File: config.mk
export PLATFORM = sky130hd
export DESIGN_NAME = decode_stage
export DESIGN_NICKNAME = d
export VERILOG_FILES = /design/src/rtl/riscv_pkg.sv /design/src/rtl/imm_gen.sv /design/src/rtl/decode_stage.sv
export SDC_FILE = /design/constraint.sdc
export NUM_CORES = 1
export LEC_CHECK = 0
export BUFFER_PORTS_ARGS = -buffer_cell sky130_fd_sc_hd__buf_2
export CAP_MARGIN = 15
export CORE_AREA = 3 3 147 149
export CTS_CLUSTER_DIAMETER = 200
export DETAILED_ROUTE_END_ITERATION = 16
export DIE_AREA = 0 0 150 152
export HOLD_SLACK_MARGIN = 0.06
export PLACE_DENSITY = 0.75
export SETUP_SLACK_MARGIN = 0.05
export SYNTH_ARGS = -nofsm -noshare
export SYNTH_HDL_FRONTEND = slang
export SYNTH_SLANG_ARGS = --single-unit
File: constraint.sdc
create_clock -name clk -period 1.95 [get_ports clk]
set_input_delay 0.195 -clock clk [delete_from_list [all_inputs] [get_ports clk]]
set_output_delay 0.195 -clock clk [all_outputs]
set_load 0.01 [all_outputs]
File: src/rtl/riscv_pkg.sv
`default_nettype none
// ============================================================================
// Module      : riscv_pkg
// Description : Shared RV32 decode definitions. Holds the base opcode
//               constants, the immediate-format enum, and a helper that maps
//               an opcode to its immediate format.
// Ports       : none (package)
// Revision    : 1.0 - initial release
// ============================================================================
package riscv_pkg;

  localparam logic [6:0] OP_LOAD   = 7'b0000011;
  localparam logic [6:0] OP_IMM    = 7'b0010011;
  localparam logic [6:0] OP_JALR   = 7'b1100111;
  localparam logic [6:0] OP_STORE  = 7'b0100011;
  localparam logic [6:0] OP_BRANCH = 7'b1100011;
  localparam logic [6:0] OP_LUI    = 7'b0110111;
  localparam logic [6:0] OP_AUIPC  = 7'b0010111;
  localparam logic [6:0] OP_JAL    = 7'b1101111;
  localparam logic [6:0] OP_OP     = 7'b0110011;

  typedef enum logic [2:0] {
    FMT_R   = 3'd0,
    FMT_I   = 3'd1,
    FMT_S   = 3'd2,
    FMT_B   = 3'd3,
    FMT_U   = 3'd4,
    FMT_J   = 3'd5,
    FMT_ILL = 3'd6
  } imm_fmt_e;

  // Any opcode outside the supported base set is reported as FMT_ILL.
  function automatic imm_fmt_e opcode_fmt(input logic [6:0] op);
    imm_fmt_e fmt;
    case (op)
      OP_LOAD, OP_IMM, OP_JALR: fmt = FMT_I;
      OP_STORE:                 fmt = FMT_S;
      OP_BRANCH:                fmt = FMT_B;
      OP_LUI, OP_AUIPC:         fmt = FMT_U;
      OP_JAL:                   fmt = FMT_J;
      OP_OP:                    fmt = FMT_R;
      default:                  fmt = FMT_ILL;
    endcase
    return fmt;
  endfunction

endpackage : riscv_pkg
`default_nettype wire

File: src/rtl/imm_gen.sv
`default_nettype none
// ============================================================================
// Module      : imm_gen
// Description : Combinational RV32 immediate generator. Produces the
//               sign-extended immediate for I/S/B/U/J formats, zero for R-type,
//               and zero plus an illegal flag for unsupported opcodes.
// Ports       : instr   (in,  32) instruction word
//               imm     (out, 32) sign-extended immediate
//               illegal (out, 1)  opcode is not a supported base opcode
// Revision    : 1.0 - initial release
// ============================================================================
module imm_gen
  import riscv_pkg::*;
(
  input  logic [31:0] instr,
  output logic [31:0] imm,
  output logic        illegal
);

  imm_fmt_e w_fmt;

  assign w_fmt = opcode_fmt(instr[6:0]);

  always_comb begin
    imm     = '0;
    illegal = 1'b0;
    case (w_fmt)
      FMT_I: imm = {{20{instr[31]}}, instr[31:20]};
      FMT_S: imm = {{20{instr[31]}}, instr[31:25], instr[11:7]};
      FMT_B: imm = {{19{instr[31]}}, instr[31], instr[7], instr[30:25],
                    instr[11:8], 1'b0};
      FMT_U: imm = {instr[31:12], 12'b0};
      FMT_J: imm = {{11{instr[31]}}, instr[31], instr[19:12], instr[20],
                    instr[30:21], 1'b0};
      FMT_R: imm = '0;
      default: begin
        imm     = '0;
        illegal = 1'b1;
      end
    endcase
  end

endmodule : imm_gen
`default_nettype wire

File: src/rtl/decode_stage.sv
`default_nettype none
// ============================================================================
// Module      : decode_stage
// Description : Single-entry RV32 decode pipeline stage with valid/ready
//               handshakes on both sides, register-file operand capture,
//               load-use bubble insertion and a bubble counter.
// Config      : DECODE_WB_BYPASS_EN - when defined, a same-cycle writeback
//               (wb_we/wb_rd/wb_data) is forwarded into the source operands.
//               Undefined (default): rf_rd1/rf_rd2 are used unmodified and the
//               wb_* ports are ignored.
// Ports       : clk, rst               clock, synchronous active-high reset
//               in_valid/in_ready      fetch-side handshake
//               in_instr, in_pc        incoming instruction and PC
//               flush                  discard stage contents
//               rf_a1/a2, rf_rd1/rd2   register-file read port
//               wb_we/wb_rd/wb_data    writeback (bypass source)
//               out_valid/out_ready    execute-side handshake
//               out_*                  decoded bundle
//               stall_cnt              number of load-use bubbles inserted
// Revision    : 1.0 - initial release
// ============================================================================
module decode_stage
  import riscv_pkg::*;
#(
  parameter int XLEN = 32  // only 32 is supported
) (
  input  logic            clk,
  input  logic            rst,
  input  logic            in_valid,
  output logic            in_ready,
  input  logic [31:0]     in_instr,
  input  logic [XLEN-1:0] in_pc,
  input  logic            flush,
  output logic [4:0]      rf_a1,
  output logic [4:0]      rf_a2,
  input  logic [XLEN-1:0] rf_rd1,
  input  logic [XLEN-1:0] rf_rd2,
  input  logic            wb_we,
  input  logic [4:0]      wb_rd,
  input  logic [XLEN-1:0] wb_data,
  output logic            out_valid,
  input  logic            out_ready,
  output logic [XLEN-1:0] out_pc,
  output logic [XLEN-1:0] out_rs1_val,
  output logic [XLEN-1:0] out_rs2_val,
  output logic [XLEN-1:0] out_imm,
  output logic [4:0]      out_rs1,
  output logic [4:0]      out_rs2,
  output logic [4:0]      out_rd,
  output logic [6:0]      out_opcode,
  output logic [2:0]      out_funct3,
  output logic            out_funct7b5,
  output logic            out_mem_read,
  output logic            out_mem_write,
  output logic            out_reg_write,
  output logic            out_illegal,
  output logic [31:0]     stall_cnt
);

  typedef struct packed {
    logic [XLEN-1:0] pc;
    logic [XLEN-1:0] rs1_val;
    logic [XLEN-1:0] rs2_val;
    logic [XLEN-1:0] imm;
    logic [4:0]      rs1;
    logic [4:0]      rs2;
    logic [4:0]      rd;
    logic [6:0]      opcode;
    logic [2:0]      funct3;
    logic            funct7b5;
    logic            mem_read;
    logic            mem_write;
    logic            reg_write;
    logic            illegal;
  } bundle_t;

  // --------------------------------------------------------------------------
  // Field extraction and immediate generation
  // --------------------------------------------------------------------------
  logic [4:0]      w_rs1;
  logic [4:0]      w_rs2;
  logic [4:0]      w_rd;
  logic [6:0]      w_opcode;
  logic [31:0]     w_imm;
  logic            w_illegal;
  imm_fmt_e        w_fmt;
  logic [XLEN-1:0] w_src1;
  logic [XLEN-1:0] w_src2;
  bundle_t         w_dec;

  assign w_rs1    = in_instr[19:15];
  assign w_rs2    = in_instr[24:20];
  assign w_rd     = in_instr[11:7];
  assign w_opcode = in_instr[6:0];
  assign w_fmt    = opcode_fmt(w_opcode);

  assign rf_a1 = w_rs1;
  assign rf_a2 = w_rs2;

  imm_gen u_imm_gen (
    .instr   (in_instr),
    .imm     (w_imm),
    .illegal (w_illegal)
  );

`ifdef DECODE_WB_BYPASS_EN
  // The register file writes synchronously, so a writeback landing this
  // cycle is not yet visible on rf_rd*; forward it directly.
  assign w_src1 = (wb_we && (wb_rd != 5'd0) && (wb_rd == w_rs1)) ? wb_data : rf_rd1;
  assign w_src2 = (wb_we && (wb_rd != 5'd0) && (wb_rd == w_rs2)) ? wb_data : rf_rd2;
`else
  logic w_unused_wb;
  assign w_unused_wb = ^{wb_we, wb_rd, wb_data};
  assign w_src1      = rf_rd1;
  assign w_src2      = rf_rd2;
`endif

  always_comb begin
    w_dec           = '0;
    w_dec.pc        = in_pc;
    w_dec.rs1       = w_rs1;
    w_dec.rs2       = w_rs2;
    w_dec.rd        = w_rd;
    w_dec.opcode    = w_opcode;
    w_dec.funct3    = in_instr[14:12];
    w_dec.funct7b5  = in_instr[30];
    // x0 always reads as zero regardless of what the register file returns.
    w_dec.rs1_val   = (w_rs1 == 5'd0) ? '0 : w_src1;
    w_dec.rs2_val   = (w_rs2 == 5'd0) ? '0 : w_src2;
    w_dec.imm       = w_imm;
    w_dec.illegal   = w_illegal;
    w_dec.mem_read  = (w_opcode == OP_LOAD);
    w_dec.mem_write = (w_opcode == OP_STORE);
    w_dec.reg_write = ((w_fmt == FMT_R) || (w_fmt == FMT_I) ||
                       (w_fmt == FMT_U) || (w_fmt == FMT_J)) && (w_rd != 5'd0);
  end

  // --------------------------------------------------------------------------
  // Handshake, hazard and state update
  // --------------------------------------------------------------------------
  logic        valid_q, valid_d;
  bundle_t     bundle_q, bundle_d;
  logic [31:0] stall_q, stall_d;
  logic        w_lu_hazard;
  logic        w_accept;

  // out_rd is checked rather than reg_write: a load keeps its rd even when the
  // write enable is gated, and rd==0 is excluded explicitly.
  assign w_lu_hazard = valid_q && bundle_q.mem_read && (bundle_q.rd != 5'd0) &&
                       in_valid && ((w_rs1 == bundle_q.rd) || (w_rs2 == bundle_q.rd));

  assign in_ready = !rst && !flush && !w_lu_hazard && (!valid_q || out_ready);
  assign w_accept = in_valid && in_ready;

  always_comb begin
    valid_d  = valid_q;
    bundle_d = bundle_q;
    stall_d  = stall_q;
    if (flush) begin
      valid_d = 1'b0;
    end else if (w_accept) begin
      valid_d  = 1'b1;
      bundle_d = w_dec;
    end else if (out_ready) begin
      valid_d = 1'b0;
      // The load drains while the dependent instruction is held: one bubble.
      if (w_lu_hazard) begin
        stall_d = stall_q + 32'd1;
      end
    end
  end

  always_ff @(posedge clk) begin
    if (rst) begin
      valid_q  <= 1'b0;
      bundle_q <= '0;
      stall_q  <= '0;
    end else begin
      valid_q  <= valid_d;
      bundle_q <= bundle_d;
      stall_q  <= stall_d;
    end
  end

  assign out_valid     = valid_q;
  assign out_pc        = bundle_q.pc;
  assign out_rs1_val   = bundle_q.rs1_val;
  assign out_rs2_val   = bundle_q.rs2_val;
  assign out_imm       = bundle_q.imm;
  assign out_rs1       = bundle_q.rs1;
  assign out_rs2       = bundle_q.rs2;
  assign out_rd        = bundle_q.rd;
  assign out_opcode    = bundle_q.opcode;
  assign out_funct3    = bundle_q.funct3;
  assign out_funct7b5  = bundle_q.funct7b5;
  assign out_mem_read  = bundle_q.mem_read;
  assign out_mem_write = bundle_q.mem_write;
  assign out_reg_write = bundle_q.reg_write;
  assign out_illegal   = bundle_q.illegal;
  assign stall_cnt     = stall_q;

endmodule : decode_stage
`default_nettype wire

== After elaboration in Yosys (flattened, before gate mapping) ==
Index checks and enable logic that the tools add are counted.
Word-level totals
  bits in registers: 191
  bits of input ports: 171
  output and inout port bits: 202
  logic and storage cells: 72
Operators by class
  add/subtract/negate cells: 1
  eq/ne operators: 16
  muxes and demuxes: 7
  bitwise gates (word level): 2
  reduce and logical (&&, ||, !) cells: 30
Operators by type and width (number)
  32-bit one-hot mux with 5 select lines: 1
  32-bit two-way mux: 2
  32-bit by 1-bit adder with 32-bit output (second input constant): 1
  7-bit by 6-bit == test with 1-bit output (second input constant): 3
  7-bit == test (second input constant): 3
  3-bit one-hot mux with 6 select lines: 1
  7-bit by 5-bit == test with 1-bit output (second input constant): 2
  5-bit == test: 2
  5-bit logical NOT: 2
  5-bit nonzero test: 2
  1-bit logical AND: 9
  7-bit by 2-bit == test with 1-bit output (second input constant): 1
  3-bit by 2-bit == test with 1-bit output (second input constant): 2
  3-bit == test (second input constant): 2
  6-bit OR reduction: 1
  1-bit logical OR: 5
  1-bit logical NOT: 4
  4-bit AND reduction: 1
  2-bit OR reduction: 2
  3-bit by 1-bit == test with 1-bit output (second input constant): 1
  3-bit logical NOT: 1
  1-bit two-way mux: 3
  3-bit OR reduction: 1
  1-bit NOT: 2
  other kinds (2): 2

== Logic depth before layout (Yosys ltp) ==
  word-level depth: 10
  depth in mapped cells: 8
  depth with buffers taken out: 6

== Cells and area by module ==
From an unflattened synthesis, not the netlist that was laid out.
Second synthesis, totals
  cells, all modules: 914
  area total of the unflattened synthesis: 8957.3 µm²
Modules (own cells, without submodules)
  decode_stage: times used 1, cells each 854, area each 8485.6 µm², sequential area each 3823.7 µm²
  imm_gen: times used 1, cells each 60, area each 471.7 µm², sequential area each 0.0 µm²

== Least setup slack after synthesis ==
No wires, ideal clock.
  path kind: reg2reg
  start: reg stall_q[6] (netlist: stall_cnt[6])
  end: reg stall_q[23] (netlist: stall_cnt[23])
  setup time: 121 ps
  arrival time: 2034 ps
  required time: 1829 ps
  setup slack: -204 ps
  stages on the path, launching flop included: 6
  buffers on the path: 0
  period minus slack after synthesis: 2154 ps
  path through: dfxtp_1 nand4_2 or4_1 or3_4 nor4_1 mux2_2
Between the ends
  longest elaborated chain between the ends: 1
Ends and longest elaborated chain
  start: declaration: line decode_stage.sv:143  | logic [31:0] stall_q, stall_d;
  start signal: assignment: line decode_stage.sv:181  | stall_q <= stall_d;
  32-bit by 1-bit adder with 32-bit output: line decode_stage.sv:168  | stall_d = stall_q + 32'd1;
Every way passes these cells.
A chain may end at the register's enable or synchronous reset.

== Worst setup path in the final report ==
  start: reg valid_q (netlist: out_valid)
  end: reg bundle_q, in the netlist out_rs1_val[2]
Between the ends
  longest elaborated chain between the ends: 9
  elaborated cells between the ends (all ways): 11
  classes of those cells: 11 x reduce/logical
Ends and longest elaborated chain
  start: declaration: line decode_stage.sv:141  | logic valid_q, valid_d;
  start signal: assignment: line decode_stage.sv:179  | valid_q <= valid_d;
  1-bit logical AND (3 in a row): line decode_stage.sv:149  | assign w_lu_hazard = valid_q && bundle_q.mem_read && (bundle_q.rd != 5'd0) &&
  1-bit logical AND: line decode_stage.sv:150  | in_valid && ((w_rs1 == bundle_q.rd) || (w_rs2 == bundle_q.rd));
  1-bit logical NOT: line decode_stage.sv:152  | assign in_ready = !rst && !flush && !w_lu_hazard && (!valid_q || out_ready);
  1-bit logical AND: line decode_stage.sv:152
  1-bit logical AND (*): line decode_stage.sv:152
  1-bit logical AND (*): line decode_stage.sv:153  | assign w_accept = in_valid && in_ready;
  2-bit AND reduction (no line) (*)
  end signal: assignment: line decode_stage.sv:180  | bundle_q <= bundle_d;
  end: declaration: line decode_stage.sv:142  | bundle_t bundle_q, bundle_d;
Every way passes the cells marked *; elsewhere a longest branch is shown, timed or not.

==> impl_metrics.toml <==
[clock_network]
insertion_delay_ns = 0.44
cts-htree-levels = 4
cts_tree = "done"
clkSlewWorstSetupHoldPaths_ns = 0.08
tritoncts.num_buffers = 17
clock_sink_count = 191
cts_root_buffer = "clkbuf_16"
cts.path.max_buffers = 2

[floorplan]
die_w_microns = 150
io_pins = 373
core_area_sq_um = 20300
dieHeight_microns = 152
placementRows = 52
die_area_sq_um = 22800
start_util = 0.428

[finish]
final_common_cell = "buf_2"
finalNetCount = 1596
drive_gt1_frac = 0.466
fillerInstances = 1322
area_growth_syn_to_layout_pct = 67.5
final_cell_mix = "333 x buf_2, 176 x dfxtp_1, 109 x dlygate4sd3_1"
fin_cells = 1709

[outcome]
violations = "setup timing"
status = "complete, but fails checks"

[routing]
postRouteAntennaNets = 0
route.vias.total = 9323
viasPerCell = 5.46
firstDrtPassIters = 5
first_iter_violations = 555
routed_wl_microns = 35100
drcViolationCount = 0
wl_per_cell_microns = 20.6

[grt]
grt_pass1_wl_microns = 50400
grt_pass1_vias = 9270
antenna_found_initial = 1
grt_max_degree = 95
overflow = 0
grt_use_total = 0.278

[synthesis]
synth_seq_area_share = 0.440
ys.flop_type = "dfxtp_1"
synth-edff-count = 0
avgSynthCellArea_sq_um = 9.51
netlist_instances = 913
synth.cell_area_sq_um = 8680
synth.net_count = 1085
synth-seq-cells = 191
ys_warn_count = 0
async_flop_share = 0
ys_types = 53

[timing]
setup_viol = 180
fin_crit_ns = 2.18
rsz0062_at_grt = "yes"
hold_slack_ns = 0.0950
final_hold_viol_count = 0
skew_ns = 0.0208
timing.final.crit_share = 1.12
final_max_slew_viol_count = 0
relSlewSlack = 0.473
worst_pin_slew_ns = 0.791
timing.fmax_ghz = 0.459
worst_slack_ns = -0.230

[worst_setup_path]
critPathKind = "register to register"
crit_required_ns = 2.27
crit_path_end_kind = "register"
startpoint = "out_valid"
rr_startpoint = "out_valid"
cp-start-kind = "register"
worstPathMaxFanout = 7
critPathArrivalTime_ns = 2.50

[power_and_ir_drop]
leakage_nw = 6.98
peakVddDrop_v = 0.000602
power-per-cell-area_nw_per_um2 = 633

[placed_design]
gp_congestion = 0.853
io_buffer_count = 334
hpwl_microns = 19800
place_inst = 1518

[flow_run]
maxCapViolCount = 0

[min_path]
hp-class = "input pin to register"
min_from = "rst"
-- routing by layer --
metal	wire [microns]	GRT usage	part of all wire	up-vias
li1	-	-	-	4186
met1	12800	0.324	0.36	4530
met2	17900	0.478	0.51	496
met3	3010	0.0766	0.086	111
met4	1490	0.116	0.042	0
met5	0	0	0	-
-- Yosys cell counts (2+ instances only) --
cell type    n  area [sq um]
o22ai_1      3          18.8
xnor2_1     10          87.6
dfxtp_1    191          3820
nor2b_1     64           400
and3b_1      2          17.5
mux2_2      54           608
nand4b_1     2          17.5
o21a_1       2          15.0
mux2i_1     82           821
or3_1        5          31.3
nand2b_1    87           544
nand3b_1     2          15.0
nor4_1       6          37.5
buf_4       11          82.6
a211oi_1     2          15.0
mux2_1      11           124
clkbuf_1    44           165
or4_1       21           158
buf_2        9          45.0
a21oi_1     42           210
inv_1       37           139
nand3_1     15          75.1
and3_1       5          31.3
a22oi_1      4          30.0
a32oi_1      2          17.5
nor2_1      25          93.8
nand2_1     84           315
nor3_1      10          50.1
o21ai_0      3          15.0
nand4_1      8          50.1
nor4b_1      3          26.3
buf_6        8          90.1
o31ai_1     16           120
o32ai_1     24           210
-- timing repair --
action	4_1_cts	5_1_grt
endpoints found under the hold margin	115	0
cloned	12	5
gates resized for setup	86	111
hold buffers	109	0
pin swaps	40	37
setup endpoints to repair	183	190
setup buffers	18	19
-- cell type report --
class,count,area [sq um],share of cell area
Multi-Input combinational cell,612,5250,0.361
Clock inverter,14,169,0.0116
Antenna cell,2,5.00,0.000344
Tap cell,270,338,0.0232
Timing Repair Buffer,565,4350,0.299
Clock buffer,18,439,0.0302
Sequential cell,191,3860,0.265
Inverter,37,139,0.00955
-- critical path, stage by stage (launching register included) --
cell	delay, ns
dfxtp_1	0.34
buf_4	0.16
nand2b_1	0.15
nor3b_1	0.32
buf_4	0.23
o211ai_4	0.11
buf_12	0.15
buf_16	0.13
buf_12	0.14
buf_12	0.15
mux2i_4	0.18
-- state kept, by name (all words and copies together) (netlist names) --
register,count
out_reg_write,1
stall_cnt,32
out_imm,32
out_rs1,5
out_rd,5
out_pc,32
out_mem_read,1
out_valid,1
out_funct7b5,1
out_illegal,1
out_opcode,7
out_rs1_val,32
out_mem_write,1
out_rs2,5
out_rs2_val,32
out_funct3,3
-- worst paths after layout --
check	to	slack, ns	cells past startpoint
min reg2reg	out_opcode[3]	0.47	2
max reg2reg	out_rs1_val[2]	-0.23	10
min	out_imm[2]	0.1	2
max	out_rs1_val[2]	-0.23	10
-- per-stage QoR --
stage	setup WS [ns]	utilization	instance area, sq um	total power, mW	TNS, ns
2_1_floorplan	-0.0294	-	8840	4.70	-0.313
3_3_place_gp	-0.146	0.549	11200	5.14	-7.61
3_5_place_dp	-0.167	0.549	11200	5.15	-12.45
4_1_cts	-0.154	0.678	13800	9.11	-13.91
5_1_grt	-0.256	0.716	14500	9.49	-29.84
6_report	-0.230	0.716	14500	9.21	-21.31
-- cell families after synthesis --
logic type,synth area share
simple gates,0.220
flops,0.440
mux,0.179
compound gates,0.0892
buf+inv,0.0605
xor+xnor,0.0101
fa+ha+maj,0.00144
-- power breakdown --
group	leakage, nW	switching [mW]	internal (mW)
registers	1.56	0.0646	4.01
logic	5.12	0.698	0.761
clock network	0.301	1.70	1.98
total	6.98	2.46	6.75
Power figures use the tool's default switching activity.
